===== src/rtl/lut_config_loader.sv =====
// Bitstream loader for a bank of LUTs: packs WORD_WIDTH-wide words into one
// MEM_SIZE image per LUT and strobes that LUT's cen for a single cycle.
module lut_config_loader #(
   parameter int INPUTS        = 4,
   parameter int MEM_SIZE      = 2**INPUTS,
   parameter int NUM_LUTS      = 4,
   parameter int WORD_WIDTH    = 4,
   parameter int WORDS_PER_LUT = MEM_SIZE / WORD_WIDTH,
   parameter int IDX_W         = (NUM_LUTS > 1) ? $clog2(NUM_LUTS) : 1,
   parameter int CNT_W         = (WORDS_PER_LUT > 1) ? $clog2(WORDS_PER_LUT) : 1
) (
   input  logic                  cclk,
   input  logic                  reset,
   input  logic                  start,
   input  logic                  abort,
   input  logic [WORD_WIDTH-1:0] word_in,
   input  logic                  word_valid,
   output logic                  word_ready,
   output logic [MEM_SIZE-1:0]   config_out,
   output logic [NUM_LUTS-1:0]   cen,
   output logic [IDX_W-1:0]      lut_index,
   output logic                  busy,
   output logic                  done
);

   typedef enum logic [1:0] {IDLE, LOAD, COMMIT} state_t;

   localparam logic [CNT_W-1:0] CNT_LAST = CNT_W'(WORDS_PER_LUT - 1);
   localparam logic [IDX_W-1:0] IDX_LAST = IDX_W'(NUM_LUTS - 1);

   state_t                state_q, state_d;
   logic [CNT_W-1:0]      cnt_q, cnt_d;
   logic [IDX_W-1:0]      idx_q, idx_d;
   logic [MEM_SIZE-1:0]   shreg_q, shreg_d;
   logic [NUM_LUTS-1:0]   cen_q, cen_d;
   logic                  done_q, done_d;

   always_comb begin
      state_d = state_q;
      cnt_d   = cnt_q;
      idx_d   = idx_q;
      shreg_d = shreg_q;
      cen_d   = '0;
      done_d  = done_q;
      case (state_q)
         IDLE: begin
            if (start) begin
               state_d = LOAD;
               cnt_d   = '0;
               idx_d   = '0;
               done_d  = 1'b0;
            end
         end
         LOAD: begin
            // abort wins over a word offered in the same cycle
            if (abort) begin
               state_d = IDLE;
               cnt_d   = '0;
            end else if (word_valid) begin
               shreg_d = (shreg_q << WORD_WIDTH) | MEM_SIZE'(word_in);
               if (cnt_q == CNT_LAST) begin
                  cnt_d   = '0;
                  state_d = COMMIT;
                  cen_d   = NUM_LUTS'(1) << idx_q;
               end else begin
                  cnt_d = cnt_q + 1'b1;
               end
            end
         end
         COMMIT: begin
            if (abort) begin
               state_d = IDLE;
            end else if (idx_q == IDX_LAST) begin
               state_d = IDLE;
               done_d  = 1'b1;
            end else begin
               idx_d   = idx_q + 1'b1;
               state_d = LOAD;
            end
         end
         default: state_d = IDLE;
      endcase
   end

   always_ff @(posedge cclk) begin
      if (reset) begin
         state_q <= IDLE;
         cnt_q   <= '0;
         idx_q   <= '0;
         shreg_q <= '0;
         cen_q   <= '0;
         done_q  <= 1'b0;
      end else begin
         state_q <= state_d;
         cnt_q   <= cnt_d;
         idx_q   <= idx_d;
         shreg_q <= shreg_d;
         cen_q   <= cen_d;
         done_q  <= done_d;
      end
   end

   assign word_ready = (state_q == LOAD);
   assign busy       = (state_q != IDLE);
   assign config_out = shreg_q;
   assign cen        = cen_q;
   assign lut_index  = idx_q;
   assign done       = done_q;

endmodule


===== config.mk =====
export PLATFORM = sky130hd
export DESIGN_NAME = lut_config_loader
export DESIGN_NICKNAME = d
export VERILOG_FILES = /design/src/rtl/lut_config_loader.sv
export SDC_FILE = /design/constraint.sdc
export NUM_CORES = 1
export LEC_CHECK = 0
export CAP_MARGIN = 0
export CORE_AREA = 2 2 71 73
export CTS_CLUSTER_SIZE = 30
export DETAILED_ROUTE_END_ITERATION = 8
export DIE_AREA = 0 0 73 75
export GPL_TIMING_DRIVEN = 0
export PLACE_DENSITY_LB_ADDON = 0.12
export SETUP_SLACK_MARGIN = 0.02
export SLEW_MARGIN = 25
export SYNTH_ARGS = -nofsm -noshare
export SYNTH_HDL_FRONTEND = slang
export SYNTH_SLANG_ARGS = --single-unit

===== constraint.sdc =====
create_clock -name cclk -period 3.8 [get_ports cclk]
set_input_delay 0.38 -clock cclk [delete_from_list [all_inputs] [get_ports cclk]]
set_output_delay 0.38 -clock cclk [all_outputs]
set_load 0.03 [all_outputs]

* After elaboration in Yosys (flattened, before gate mapping) *
Cells that the tools add are included.

word-level totals
  word-level logic and storage cells = 53
  output and inout port bits = 25
  register bits = 27

operators by class
  multiplexer cells = 19
  bitwise gates (word level) = 5
  reductions and logical operators = 10
  eq/ne operators = 10
  shift operators = 1
  add/sub/neg operators = 2

operators by type and width
  operator               count
  $mux W2                10
  $or A16 B4 Y16         1
  $reduce_and A3 Y1      3
  $ne A2 B2 Y1 const B   4
  $pmux W2 S2            2
  $reduce_and A4 Y1      2
  $eq A2 B2 Y1 const B   3
  $pmux W2 S3            1
  $reduce_bool A2 Y1     3
  $mux W1                5
  $reduce_or A5 Y1       1
  $add A2 B1 Y2 const B  2
  $not A1 Y1             4
  $shl A1 B2 Y4 const A  1
  $ne A3 B2 Y1 const B   1
  $ne A3 B3 Y1 const B   1
  $eq A2 B1 Y1 const B   1
  $logic_not A2 Y1       1
  $pmux W1 S2            1

* Logic depth before layout (Yosys ltp) *
  word-level depth = 5
  depth in mapped cells = 6

* Worst setup path before layout *
No wires, ideal clock.

  path type = register to register
  start point = register idx_q[0], in the netlist lut_index[0]
  end point = register idx_q[0], in the netlist lut_index[0]
  period minus slack after synthesis = 1484 ps
  path buffers = 0
  setup time = 145 ps
  path slack = 2316 ps
  stages on the path, launching flop included = 5
  data arrival time = 1339 ps
  path through = dfxtp_1 -> ha_1 -> or4b_4 -> nand2_1 -> a211oi_1

between the ends
  cells in the longest elaborated chain, start to end = 4

ends and longest elaborated chain
  element                 RTL line  text
  start, declared         33        logic [IDX_W-1:0] idx_q, idx_d;
  start signal, assigned  96        idx_q <= idx_d;
  $add A2 B1 Y2           77        idx_d = idx_q + 1'b1;
  $mux W2                 73        end else if (idx_q == IDX_LAST) begin
  $mux W2                 71        if (abort) begin
  $pmux W2 S2             45        case (state_q)

Parallel ways exist; a longest one is shown, timed or not. The select of a mux whose other input is x is not followed.
A chain may end at the register's enable or synchronous reset.

* Final worst setup path *
  start point = register state_q[0]
  end point = output word_ready

between the ends
  cells in the longest elaborated chain, start to end = 1

ends and longest elaborated chain
  element                 RTL line  text
  start, declared         31        state_t state_q, state_d;
  start signal, assigned  94        state_q <= state_d;
  $eq A2 B1 Y1            103       assign word_ready = (state_q == LOAD);
  end, declared           18        output logic word_ready,

Every way passes these cells.

==> results.json <==
{
  "drv_slew": 0,
  "tightest_slew_ps": 799,
  "path_buf_inv": 2,
  "place_congestion": 0.737,
  "drt_first_iter_violations": 63,
  "grt_setup_unrepaired": "no",
  "synth_cell_types": 33,
  "critPathKind": "reg -> out",
  "synth_top_family_by_area": "simple AND/OR/NAND/NOR gates",
  "dr.pass1.iters": 3,
  "postSynthNetCount": 133,
  "p_per_area_nw_per_um2": 313,
  "cts_resized": 0,
  "fin_crit_sh_pct": 54.3,
  "synth_top_area_share_pct": 47.6,
  "cts_tree": "done",
  "routedWlPerCell_um": 12.1,
  "ant_nets": 0,
  "start_util_pct": 24.4,
  "yosysWarnings": 0,
  "ir_worst_vdd_uv": 115,
  "muxShareOfSynthArea_pct": 0,
  "clock-root-buffer": "clkbuf_8",
  "rows": 25,
  "required_ps": 3420,
  "layout_common_cells": "nand2_1 (33), clkdlybuf4s50_1 (33), dfxtp_1 (27)",
  "dieArea_um2": 5480,
  "reg2reg_to": "lut_index[1]",
  "critPathMaxFanout": 10,
  "cts_made_buffers": 3,
  "hold_buffers": 0,
  "tns_ps": 0,
  "hold_viol_final": 0,
  "endpoint": "word_ready",
  "core_area_um2": 4660,
  "first_global_vias": 969,
  "crit_path_start_kind": "flip-flop",
  "yosysSeqAreaShare_pct": 47.6,
  "drt_wl_total_um": 2580,
  "grt_use_total_pct": 10.5,
  "clk_pin_slew_ps": 90,
  "vias": 961,
  "synth_compound_area_share_pct": 16.7,
  "drive_gt1_share_pct": 18.9,
  "clock_latency_ps": 270,
  "yosys.area_share.simple_pct": 27.2,
  "dp_hpwl_um": 1850,
  "die_w_um": 73,
  "finClkSkew_ps": 5.14,
  "netlist_top_cells_area": "dfxtp_1 (48%), nand2_1 (11%), a21oi_2 (7.7%), a21oi_1 (4.0%), ha_1 (2.2%)",
  "ys_seq_elements": 27,
  "cp_slowest_cell": "clkdlybuf4s50_1",
  "ctsHtreeMaxLevel": 1,
  "regArea_um2": 541,
  "post-route-min-period_ps": 2060,
  "relSlewSlack_pct": 46.7,
  "max_clock_freq_mhz": 485,
  "syn2layout_area_growth_pct": 39.0,
  "p_leak_nw": 0.539,
  "crit_chain": "buf_2 -> nor2b_1 -> clkdlybuf4s50_1",
  "crit_family": "buffers and inverters",
  "drt_drc_violations_left": 0,
  "nNetsFinal": 171,
  "max_stage_delay_ps": 680,
  "r2r_cells": 4,
  "portBuffers": 33,
  "fin_hold_ws_ps": 466,
  "synthesis.area_um2": 1140,
  "status": "finished clean",
  "synth_fa_ha_area_share_pct": 2.20,
  "rrSetupSlack_ps": 2370,
  "final.fill_count": 468,
  "crit_arrival_ps": 1680,
  "grt_antenna_before_repair": 0,
  "r2r-start": "lut_index[0]",
  "multi_input_area_um2": 524,
  "crit_cells": 3,
  "cts_max_path_buffers": 2,
  "synth_xor_area_share_pct": 0,
  "syn_area_per_cell_um2": 9.31,
  "overflow": 0,
  "grt_max_degree": 15,
  "synth_top_cell_by_area": "dfxtp_1",
  "die_y_um": 75,
  "io_pins": 34,
  "viasPerCell": 4.51,
  "drv_cap": 0,
  "setup_viol": 0,
  "n_antenna_cell": 0,
  "cp-end-kind": "output pin",
  "post-cts-setup-buffers": 0,
  "cp-startpoint": "state_q[0]",
  "syn_inst": 122,
  "hp-class": "reg -> reg",
  "grt_pass1_wl_um": 4440,
  "cts.sink_count": 27
}
[flip-flops by register name (all words and copies together), names as in the netlist]
signal	cells
cen	4
state_q	2
done	1
config_out	16
cnt_q	2
lut_index	2
[worst register-to-register path, delay by kind of cell, from the launching register on]
family                     cells  cell delay, ps
and+or+nand+nor                2             610
DFF                            1             380
adders and majority gates      1             260
AOI/OAI and AO/OA              1              60
[synthesized netlist by cell type (all sizes together)]
library cell   n
nor4bb         2
nor4b          1
nor3           1
nand4          3
o21ba          1
a211oi         1
a31oi          1
o21bai         1
buf            5
o211a          1
nand4bb        1
nand2         36
nand3          1
nor2           2
a21oi         19
dfxtp         27
clkbuf         3
or3b           2
o21ai          2
nor2b          1
or4b           1
and3           1
ha             2
inv            2
nor3b          4
or2            1
[layout make-up]
cell class	instances	area share, %
timing repair buffer	33	20.9
buffer	8	4.04
sequential	27	34.2
clock buffer	4	2.85
multi-input combinational	85	33.2
inverter	2	0.475
tap	54	4.28
[cells by family (layout without fill, tap and decap cells)]
family	after synthesis	after routing
AOI/OAI and AO/OA	26	26
adders and majority gates	2	2
buffers and inverters	10	47
DFF	27	27
and+or+nand+nor	57	57
[per-stage QoR]
stage               cells  power (mW)  util (%)  setup WS, ps  area [um^2]
global placement      209       0.340      32.9          1920         1530
detailed placement    209       0.340      32.9          1920         1530
CTS                   213       0.503      33.9          1720         1580
floorplan             122       0.319         -          2320         1140
global route          213       0.521      33.9          1660         1580
finish                213       0.494      33.9          1740         1580
[layer usage]
layer	track usage, %	routed length [um]	vias up
met1	14.1	1230	449
met3	2.28	93	2
met4	4.32	34	0
li1	-	-	491
met5	0	0	-
met2	16.3	1220	19
[worst min-delay path by stage]
stage,startpoint,cells after the start,end,slack [ps]
4_1_cts,config_out[15],2,config_out[15],470
5_1_grt,config_out[6],2,config_out[10],500
6_report,config_out[15],2,config_out[15],470
2_1_floorplan,reset,1,lut_index[0],450
3_3_place_gp,config_out[15],2,config_out[15],450
3_5_place_dp,config_out[15],2,config_out[15],450
[where the power goes]
| group | internal, mW | switching, mW | leakage [nW] |
|---|---|---|---|
| combinational | 0.0211 | 0.0253 | 0.298 |
| clock | 0.0750 | 0.0866 | 0.0228 |
| sequential | 0.285 | 0.00164 | 0.218 |
| total | 0.381 | 0.114 | 0.539 |
No activity file was read; power rests on OpenSTA's default activity.
==> variant, RTL diff (config.mk and constraints unchanged) <==
Encoding of `state_t`: now one-hot (3 bits for 3 states).
--- a/src/rtl/lut_config_loader.sv
+++ b/src/rtl/lut_config_loader.sv
@@ -23,7 +23,7 @@
    output logic                  done
 );
 
-   typedef enum logic [1:0] {IDLE, LOAD, COMMIT} state_t;
+   typedef enum logic [2:0] {IDLE = 3'b001, LOAD = 3'b010, COMMIT = 3'b100} state_t;
 
    localparam logic [CNT_W-1:0] CNT_LAST = CNT_W'(WORDS_PER_LUT - 1);
    localparam logic [IDX_W-1:0] IDX_LAST = IDX_W'(NUM_LUTS - 1);
Formal check against the unedited RTL: same outputs for any inputs over 10 cycles, from zero or initial values and one cycle with reset high; not proved beyond that.
==> variant against the unedited design <==
- sequential cell count grew 1
- global-route usage increased by 0.37 points
- area after synthesis grew 1.9%
- cell count grew 6.6%
- die area unchanged
- wire length grew 6.5%
- synthesized cell count up 11%
- non-clock buffer count stayed put
- total power rose by 13%
- final area grew 2.0%
- first-iteration DRC count is 68% lower
- via count is 8.2% higher
- setup slack lost 250 ps
- register-to-register slack worse by 230 ps
==> variant: results (changes against the unedited design) <==
global_route:
  grt_pass1_vias: 984  # was 969
  grt_usage: 0.108  # was 0.105
  grt_max_degree: 16  # was 15
  antenna_found_initial: 0  # unchanged
  grt_first_pass_wirelength_um: 4560  # was 4440 um
timing:
  slew_viol_final: 0  # unchanged
  setup_viol: 0  # unchanged
  relSlewSlack: 0.661  # was 0.467
  holdWs_ps: 458  # was 466 ps
  fmax_mhz: 432  # was 485 MHz
  fin_skew_ps: 3.94  # was 5.14 ps
place:
  io_buffers: 33  # unchanged
  dp_hpwl_um: 2130  # was 1850 um
  placed_area_mm2: 0.00156  # was 0.00153 mm2
  routabilityCongestion: 0.796  # was 0.737
  place_ws_ps: 1640  # was 1920 ps
  dp.cells: 223  # was 209
clock_network:
  post_cts_resized: 0  # unchanged
  worstSkewPairLatency_ps: 270  # about the same
  cts-root-buf: "clkbuf_8"  # unchanged
  post-cts-setup-buffer-count: 0  # unchanged
  cts.path.max_buffers: 2  # unchanged
worst_setup_path:
  ff2ff_path_depth: 5  # was 4
  crit_fanout: 10  # unchanged
  timing.reg2reg.setup_slack_ps: 2140  # was 2370 ps
  cp.arrival_ps: 1930  # was 1680 ps
status:
  status: "complete, no violations"  # unchanged
logic_synthesis:
  synth.distinct_cells: 30  # was 33
  synth.avg_cell_area_um2: 8.51  # was 9.31 um2
  yosysSeqAreaShare: 0.484  # was 0.476
  synthTopCellsByArea: "dfxtp_1, nand2_1, a21oi_1"  # was dfxtp_1, nand2_1, a21oi_2
  synth_nets: 148  # was 133
  yosysWarnings: 0  # unchanged
  synthArstFlopShare: 0  # unchanged
  synth_common_cells: "nand2_1, dfxtp_1, a21oi_1, nor2_1, nor3b_1"  # was nand2_1, dfxtp_1, a21oi_2, a21oi_1
route:
  first_pass_iters: 4  # was 3
  wirelength_um: 2740  # was 2580 um
  met3_length_um: 86  # was 93 um
  vias: 1040  # was 961
  top_layer_used: "met4"  # unchanged
  wl_met2_um: 1310  # was 1220 um
  met1_length_um: 1310  # was 1230 um
  first_iter_violations: 20  # was 63
cells_and_area:
  finalNetCount: 186  # was 171
  instances_no_fill: 227  # was 213
  antenna_cells: 0  # unchanged
  drive_above_1_share: 0.0694  # was 0.189
power_and_ir_drop:
  vdd_drop_max_mv: 0.123  # was 0.115 mV
  p_leak_nw: 0.555  # was 0.539 nW
worst_hold_path:
  hold_class: "reg -> reg"  # unchanged
  hold_depth: 2  # unchanged
variant: cell types whose count changed after synthesis, sizes merged, moves of 2 or more:
cell    change
nand3b      +2
nor4bb      -2
a21oi       +2
nand4       -3
o31ai       +2
nand2       +2
nor2        +4
variant: critical path, cell delays in order, from the launching register on:
cell	delay, ps
dfxtp_1	400
buf_4	180
or3b_2	470
clkdlybuf4s50_1	610
variant: layer usage:
layer	GRT usage	vias up
met5	0	-
li1	-	535
met2	0.181	20
met1	0.131	483
met3	0.0281	2
met4	0.0494	0
variant: path summary, 6_finish.rpt:
kind / startpoint / end
worst max-delay path: state_q[0] / busy
worst min-delay path: config_out[12] / config_out[12]
worst max register to register: state_q[2] / lut_index[0]
worst min register to register: config_out[12] / config_out[12]
variant: logic make-up (layout without fill, tap and decap cells):
| kind of cell | Yosys count | count (layout) | synth area share |
|---|---|---|---|
| adders and majority gates | 3 | 3 | 0.0324 |
| buffers and inverters | 9 | 46 | 0.0368 |
| DFF | 28 | 28 | 0.484 |
| muxes | 1 | 1 | 0.00865 |
| and+or+nand+nor | 64 | 64 | 0.285 |
| AOI/OAI and AO/OA | 31 | 31 | 0.152 |
variant: area by class of cell:
class                      instances  area (um2)
fill                             471        3050
sequential                        28         561
multi-input combinational         99         554
timing repair buffer              33         330
tap                               54        67.6
clock buffer                       4        55.1
buffer                             8        38.8
inverter                           1        3.75
variant: power breakdown:
part / total [mW] / internal (mW) / switching (mW)
combinational: 0.0797 / 0.0365 / 0.0432
clock: 0.180 / 0.0926 / 0.0871
sequential: 0.301 / 0.298 / 0.00375
